File: config.mk
export PLATFORM = sky130hd
export DESIGN_NAME = minmax_tracker
export DESIGN_NICKNAME = d
export VERILOG_FILES = /design/src/rtl/minmax_tracker.sv
export SDC_FILE = /design/constraint.sdc
export NUM_CORES = 1
export LEC_CHECK = 0
export CAP_MARGIN = 40
export CORE_MARGIN = 2
export CORE_UTILIZATION = 45
export CTS_BUF_LIST = sky130_fd_sc_hd__clkbuf_4
export DETAILED_ROUTE_END_ITERATION = 8
export HOLD_SLACK_MARGIN = 0.1
export PLACE_DENSITY = 0.79
export SLEW_MARGIN = 5
export SYNTH_ARGS = -nofsm -noshare
export SYNTH_HDL_FRONTEND = slang
export SYNTH_SLANG_ARGS = --single-unit
File: constraint.sdc
create_clock -name clk -period 1.75 [get_ports clk]
set_input_delay 0.2625 -clock clk [delete_from_list [all_inputs] [get_ports clk]]
set_output_delay 0.2625 -clock clk [all_outputs]
set_load 0.02 [all_outputs]
File: src/rtl/minmax_tracker.sv
`default_nettype none
// ============================================================================
//  Module   : minmax_tracker
//  Purpose  : Running signed max/min tracker over a valid/ready sample stream.
//             Each sample after the first is compared against the stored
//             maximum and then against the stored minimum. The comparison is
//             done by an external N-bit comparator that this block drives
//             (cmp_x/cmp_y) and reads back (V/N/Z flags of X-Y).
//  Ports    :
//    clk, rst_n           clock, asynchronous active-low reset
//    clear                synchronous window restart
//    in_valid/in_ready    sample handshake (ready only in IDLE)
//    in_data  [N]         two's-complement sample
//    cmp_x/cmp_y [N]      comparator operands (sample, stored max/min)
//    cmp_v/cmp_n/cmp_z    comparator flags of cmp_x - cmp_y
//    max_out/min_out [N]  running signed extremes
//    count [CNT_W]        samples accepted, saturating
//    sat                  count is at its maximum value
//    stats_valid          outputs are stable and reflect >= 1 sample
//  Revision : 1.0  initial release
// ============================================================================
module minmax_tracker #(
    parameter int N     = 4,
    parameter int CNT_W = 8
) (
    input  logic             clk,
    input  logic             rst_n,
    input  logic             clear,
    input  logic             in_valid,
    output logic             in_ready,
    input  logic [N-1:0]     in_data,
    output logic [N-1:0]     cmp_x,
    output logic [N-1:0]     cmp_y,
    input  logic             cmp_v,
    input  logic             cmp_n,
    input  logic             cmp_z,
    output logic [N-1:0]     max_out,
    output logic [N-1:0]     min_out,
    output logic [CNT_W-1:0] count,
    output logic             sat,
    output logic             stats_valid
);

    typedef enum logic [1:0] {
        ST_IDLE    = 2'd0,
        ST_CMP_MAX = 2'd1,
        ST_CMP_MIN = 2'd2
    } state_t;

    localparam logic [CNT_W-1:0] C_CNT_MAX = '1;

    state_t           r_state;
    state_t           w_next_state;
    logic [N-1:0]     r_samp;
    logic [N-1:0]     r_max;
    logic [N-1:0]     r_min;
    logic [CNT_W-1:0] r_count;

    logic             w_lt;
    logic             w_gt;
    logic             w_first;

    // Signed decode of the X-Y flags: overflow flips the sign of the result.
    assign w_lt    = cmp_n ^ cmp_v;
    assign w_gt    = !w_lt && !cmp_z;
    assign w_first = (r_count == '0);

    // ------------------------------------------------------------------
    // State register
    // ------------------------------------------------------------------
    always_ff @(posedge clk or negedge rst_n) begin
        if (!rst_n) begin
            r_state <= ST_IDLE;
        end else if (clear) begin
            r_state <= ST_IDLE;
        end else begin
            r_state <= w_next_state;
        end
    end

    // ------------------------------------------------------------------
    // Next-state logic
    // ------------------------------------------------------------------
    always_comb begin
        w_next_state = r_state;
        case (r_state)
            ST_IDLE: begin
                // The first sample of a window seeds both extremes directly,
                // so no compare pass is needed for it.
                if (in_valid && !w_first) begin
                    w_next_state = ST_CMP_MAX;
                end
            end
            ST_CMP_MAX: w_next_state = ST_CMP_MIN;
            ST_CMP_MIN: w_next_state = ST_IDLE;
            default:    w_next_state = ST_IDLE;
        endcase
    end

    // ------------------------------------------------------------------
    // Datapath registers
    // ------------------------------------------------------------------
    always_ff @(posedge clk or negedge rst_n) begin
        if (!rst_n) begin
            r_samp  <= '0;
            r_max   <= '0;
            r_min   <= '0;
            r_count <= '0;
        end else if (clear) begin
            // Clearing mid-compare discards the in-flight sample entirely.
            r_samp  <= '0;
            r_max   <= '0;
            r_min   <= '0;
            r_count <= '0;
        end else begin
            case (r_state)
                ST_IDLE: begin
                    if (in_valid) begin
                        r_samp <= in_data;
                        if (w_first) begin
                            r_max   <= in_data;
                            r_min   <= in_data;
                            r_count <= CNT_W'(1);
                        end
                    end
                end
                ST_CMP_MAX: begin
                    if (w_gt) begin
                        r_max <= r_samp;
                    end
                end
                ST_CMP_MIN: begin
                    if (w_lt) begin
                        r_min <= r_samp;
                    end
                    if (r_count != C_CNT_MAX) begin
                        r_count <= r_count + CNT_W'(1);
                    end
                end
                default: begin
                    r_samp <= r_samp;
                end
            endcase
        end
    end

    // ------------------------------------------------------------------
    // Outputs
    // ------------------------------------------------------------------
    // Y operand shows the stored max in IDLE and CMP_MAX, min only in CMP_MIN.
    assign cmp_x       = r_samp;
    assign cmp_y       = (r_state == ST_CMP_MIN) ? r_min : r_max;
    assign in_ready    = (r_state == ST_IDLE);
    assign max_out     = r_max;
    assign min_out     = r_min;
    assign count       = r_count;
    assign sat         = (r_count == C_CNT_MAX);
    assign stats_valid = (r_state == ST_IDLE) && !w_first;

endmodule
`default_nettype wire

==> results of run 1 <==
## sequential cells by signal, summed over array words and instances, names as in the netlist
| name | cells |
|---|---|
| count | 8 |
| cmp_x | 4 |
| max_out | 4 |
| min_out | 4 |
| r_state | 2 |
## metal layers
metal	part of all wire	GRT usage
met2	0.51	0.440
met5	0	0
met3	0.061	0.0437
met4	0.031	0.149
met1	0.39	0.294
## synthesized netlist by cell type (all sizes together)
| library cell | number |
|---|---|
| or3 | 1 |
| clkbuf | 4 |
| a311o | 1 |
| xor2 | 1 |
| a31oi | 4 |
| o31ai | 1 |
| nor2b | 2 |
| a211o | 2 |
| nor3b | 2 |
| or3b | 1 |
| nor4b | 1 |
| a21oi | 17 |
| nor2 | 4 |
| nand3 | 8 |
| and4 | 1 |
| a31o | 1 |
| o21a | 1 |
| buf | 3 |
| nor3 | 5 |
| inv | 4 |
| a221oi | 1 |
| nand4 | 2 |
| dfrtp | 22 |
| a2bb2oi | 1 |
| nor4bb | 1 |
| o22a | 1 |
| ha | 2 |
| nand2 | 36 |
| o2111ai | 1 |
| o21ai | 2 |
| nand2b | 4 |
| and2 | 1 |
| and3 | 3 |
| o211ai | 1 |
| mux2 | 8 |
## final cells by class
type | count | share of cell area
Clock inverter | 1 | 0.0138
Inverter | 4 | 0.00688
Timing Repair Buffer | 79 | 0.305
Tap cell | 33 | 0.0189
Multi-Input combinational cell | 117 | 0.391
Clock buffer | 3 | 0.0103
Sequential cell | 22 | 0.254
## worst max-delay path: stages (launching register included)
cell	delay [ns]
dfrtp_2	0.44
inv_2	0.08
ha_4	0.12
nor4b_4	0.24
and2_4	0.21
buf_4	0.11
a311o_4	0.22
mux2_4	0.30
## logic make-up (layout without fill, tap and decap cells)
kind of cell               after synthesis  after routing  synth area share
and+or+nand+nor                         72             72             0.278
AOI/OAI and AO/OA                       34             34             0.177
DFF                                     22             22             0.400
buffers and inverters                   11             87            0.0327
muxes                                    8              8            0.0874
adders and majority gates                2              2            0.0182
xor gates and xnor gates                 1              1           0.00637
## power by group through the flow
| stage | Combinational, mW | Clock (mW) | Sequential, mW |
|---|---|---|---|
| final | 0.416 | 0.390 | 0.570 |
| after detailed placement | 0.402 | 0 | 0.580 |
| after global routing | 0.445 | 0.422 | 0.575 |
| after CTS | 0.411 | 0.400 | 0.570 |
| after global placement | 0.393 | 0 | 0.578 |
| after floorplan | 0.170 | 0 | 0.613 |
## worst max path at each step
stage             endpoint  slack (ns)  cells past startpoint  startpoint
3_3_place_gp    max_out[1]       -0.16                      5       cmp_n
3_5_place_dp    max_out[1]       -0.18                      5       cmp_v
6_report        max_out[1]       -0.09                      7    count[1]
4_1_cts        stats_valid       -0.11                      6    count[1]
5_1_grt        stats_valid       -0.16                      6    count[1]
2_1_floorplan   max_out[0]     -0.0006                      6    count[0]
## repair_timing
item,in CTS,in global routing
endpoints found under the setup margin,26,25
setup buffers,6,3
pin swaps,7,6
resized for setup,33,17
gates cloned,0,0
## metrics by stage
| step | utilization | instance area, sq um | setup TNS, ns |
|---|---|---|---|
| floorplan | - | 1390 | -0.00245 |
| global placement | 0.679 | 2020 | -1.66 |
| detailed placement | 0.679 | 2020 | -2.19 |
| CTS | 0.720 | 2140 | -0.844 |
| global route | 0.732 | 2180 | -1.88 |
| finish | 0.732 | 2180 | -0.968 |
==> run summary, run 1 <==
Hold Fails Final Rpt -> 0
Post-route ant nets -> 0
Critical Path Source Type -> flip-flop
Synthesis Warnings -> 0
Number of global-route vias before repair -> 1491
Post-Syn Area -> 1380 sq um
Status -> finished with violations
H-tree Lvls -> 1
Critical path capture point type -> flip-flop
Logic pwr share -> 0.302
Worst slew margin -> 0.703
Synth cell types -> 40
CP Data Arrival Time -> 2.05 ns
Hold buffer count at CTS -> 0
CTS buffer count -> 3
Clock-pin slew on the worst setup and hold paths -> 0.13 ns
CTS Root Cell -> clkbuf_4
Syn avg cell area -> 9.17 sq um
Die X -> 59.3 um
Largest net degree at the start of global routing -> 14
Placed cells -> 247
Commonest non-fill, non-tap cells in the layout -> buf_4, nand2_1, clkdlybuf4s50_1
Min Hold Slack -> 0.249 ns
Via count -> 1453
Seq. cell area -> 554 sq um
Core ar. -> 2980 sq um
DRC violations left -> 0
Io pins -> 38
Drt total wl -> 4210 um
I/O Buffers -> 37
Synth area leaders -> dfrtp_1, nand2_1, mux2_4
Skew-Pair Late Insertion Delay -> 0.31 ns
Filler Cell Count -> 221
Syn-to-layout area delta -> 58.6%
Power Total -> 1.38 mW
Sw Ratio -> 0.286
TritonCTS clock tree -> yes
Layout Skew -> 0.00283 ns
Crit path kind -> flip-flop to flip-flop
Place WS -> -0.185 ns
First-pass GRT wire length -> 6710 um
Final worst slack -> -0.0918 ns
Slew Limit Fails -> 0
Setup violators final -> 16
Cells after synthesis -> 150
Post-synth net total -> 163
Most common cell after layout, fill and taps aside -> buf_4
Failing checks -> negative setup slack
Global-route total usage across every layer -> 0.255
Final period util -> 1.05
Yosys reg bits -> 22
Crit Reg-Reg Startpoint -> count[1]
DR iter-0 viols -> 84
Register area share after synthesis -> 0.400
Initial DRT Pass Iterations -> 4
Post-DP HPWL -> 3030 um
Die area -> 3510 sq um
Clock sinks -> 22
Routed length per instance -> 16.2 um
PD cells -> 631 nW/um^2
Sw power -> 394 uW
Worst Path Max Fanout -> 4
Share of the synthesized area in the top cell type -> 0.400
Leak pwr -> 1.13 nW
Slew @ Worst Pin -> 0.441 ns
Drt via density -> 5.61
Antenna diodes -> 0
CP Data Required Time -> 1.96 ns
Die Span Y -> 59.3 um
Final min period -> 1.84 ns
Maximum clock insertion buffer count -> 2
Worst vdd ir -> 0.338 mV
Clock network power share -> 0.283
Worst Hold Class -> input pin to async pin
Flop pwr share -> 0.414
Unrepaired setup endpoints after global routing -> true
# rows -> 20
Gpl congestion -> 0.904
Max-Cap Viols -> 0
Share of cells above drive strength 1 -> 0.381
Fin nets -> 240
Yosys top cell by area -> dfrtp_1
Reg2reg end -> max_out[1]
Fin cells -> 259
Initial Utilization -> 0.462
Congestion Overflow GR -> 0
Internal -> 984 uW
R2r setup slk -> -0.09 ns
Antenna violations before repair -> 0
FMAX -> 543 MHz
Multi-input gate area -> 853 sq um
Worst Reg-to-Reg Cells -> 7
Power figures use the tool's default switching activity.
==> run 2: changes to the inputs <==
- CORE_MARGIN: 2 -> 3
==> run 2 against run 1 <==
Compared with the run above:
- the run still ends with negative setup slack left
- via count increased by 3.0%
- global-route usage is 0.51 points higher
- setup slack improved by 0.014 ns
- clock-buffer cell count stayed put
- cell count unchanged
- sequential power about the same
- die area grew 6.9%
- clock power decreased by 35%
- utilization is 4.0 points higher
- highest routed layer unchanged
==> run summary, run 2 (synthesis gave the netlist of run 1 again) <==
Status -> finished with violations
Failing checks -> negative setup slack
Hold Fails Final Rpt -> 0
Global-route total usage across every layer -> 0.260
Max-Cap Viols -> 0
DR iter-0 viols -> 84
I/O Buffers -> 37
DRC violations left -> 0
Fin nets -> 242
TritonCTS clock tree -> yes
Layout Skew -> 0.00615 ns
Clock-pin slew on the worst setup and hold paths -> 0.13 ns
Slew Limit Fails -> 0
CP Data Arrival Time -> 1.56 ns
First-pass GRT wire length -> 7090 um
Multi-input gate area -> 865 sq um
Syn-to-layout area delta -> 59.0%
Via count -> 1497
CTS Root Cell -> clkbuf_4
Largest net degree at the start of global routing -> 23
Routed length per instance -> 17.7 um
Most common cell after layout, fill and taps aside -> buf_4
Setup TNS -> -0.475 ns
Core ar. -> 2830 sq um
CP Data Required Time -> 1.49 ns
Gpl congestion -> 0.894
Leak pwr -> 1.12 nW
Filler Cell Count -> 197
Initial Utilization -> 0.486
Finished Core Util -> 0.773
Share of cells above drive strength 1 -> 0.390
Max reg flops -> 8
Power Total -> 1.25 mW
FMAX -> 547 MHz
Final period util -> 1.04
PD cells -> 572 nW/um^2
Worst slew margin -> 0.797
Critical Path Source Type -> flip-flop
Drt via density -> 5.78
Placed cells -> 245
Place WS -> -0.168 ns
Maximum clock insertion buffer count -> 2
Worst vdd ir -> 0.543 mV
Worst Path Max Fanout -> 2
Io pins -> 38
Die Span Y -> 61.3 um
Commonest non-fill, non-tap cells in the layout -> buf_4, nand2_1, clkdlybuf4s50_1
Post-route ant nets -> 0
Seq. cell area -> 554 sq um
Die area -> 3760 sq um
H-tree Lvls -> 1
Die X -> 61.3 um
Crit path kind -> flip-flop to output pin
Skew-Pair Late Insertion Delay -> 0.33 ns
Worst Hold Class -> input pin to async pin
Critical path capture point type -> output pin
Post-DP HPWL -> 3230 um
Final worst slack -> -0.0774 ns
Antenna violations before repair -> 0
Slew @ Worst Pin -> 0.304 ns
Clock sinks -> 22
Unrepaired setup endpoints after global routing -> true
Final min period -> 1.83 ns
Number of global-route vias before repair -> 1509
Fin cells -> 259
Congestion Overflow GR -> 0
Drt total wl -> 4580 um
# rows -> 19
Setup violators final -> 12
Initial DRT Pass Iterations -> 4
CTS buffer count -> 3
Antenna diodes -> 0
-- run 2: what timing repair did --
item	4_1_cts	5_1_grt
setup endpoints to repair	23	25
gates cloned	0	0
resized for setup	44	16
hold buffers	0	0
setup buffers	6	6
pin swaps	5	6
-- run 2: worst paths after layout --
path                       cells past startpoint  slack, ns       start          end
setup / recovery                               6      -0.08    count[0]  stats_valid
hold / removal                                 2       0.27       rst_n     cmp_x[3]
setup reg to reg                               8      -0.06    count[0]     count[3]
hold reg to reg                                1       0.55  min_out[2]   min_out[2]
max in group asynchronous                      2       1.23       rst_n     count[0]
min in group clk                               1       0.55  min_out[2]   min_out[2]
-- run 2: power breakdown --
part | internal [mW] | switching, mW | total [mW]
Combinational | 0.216 | 0.210 | 0.426
Sequential | 0.540 | 0.0307 | 0.571
Clock | 0.0839 | 0.170 | 0.254
Total | 0.840 | 0.410 | 1.25
-- run 2: area by class of cell --
class	count	share of cell area
flip-flops and latches	22	0.254
multi-input cells	117	0.396
repair buffers	81	0.314
clock inverters	1	0.00172
clock buffers	3	0.0103
inverters	4	0.00687
well taps	31	0.0177
-- run 2: per-stage QoR --
| stage | instance area, sq um | hold slack, ns |
|---|---|---|
| floorplan | 1390 | -0.0331 |
| global placement | 2020 | 0.516 |
| detailed placement | 2020 | 0.529 |
| CTS | 2150 | 0.298 |
| global route | 2190 | 0.290 |
| finish | 2190 | 0.274 |
-- run 2: routing by layer --
layer  GRT usage  vias up  share of wire
met5           0        -              0
met3      0.0377       16          0.057
met4      0.0991        0          0.026
li1            -      688              -
met1       0.295      723           0.40
met2       0.486       70           0.52
-- run 2: worst max-delay path, cell delays in order, from the launching register on --
cell and delay (ns):
dfrtp_2 0.44, inv_2 0.09, ha_4 0.13, nor4b_4 0.21, and2_4 0.21, nor3_4 0.04, buf_6 0.12
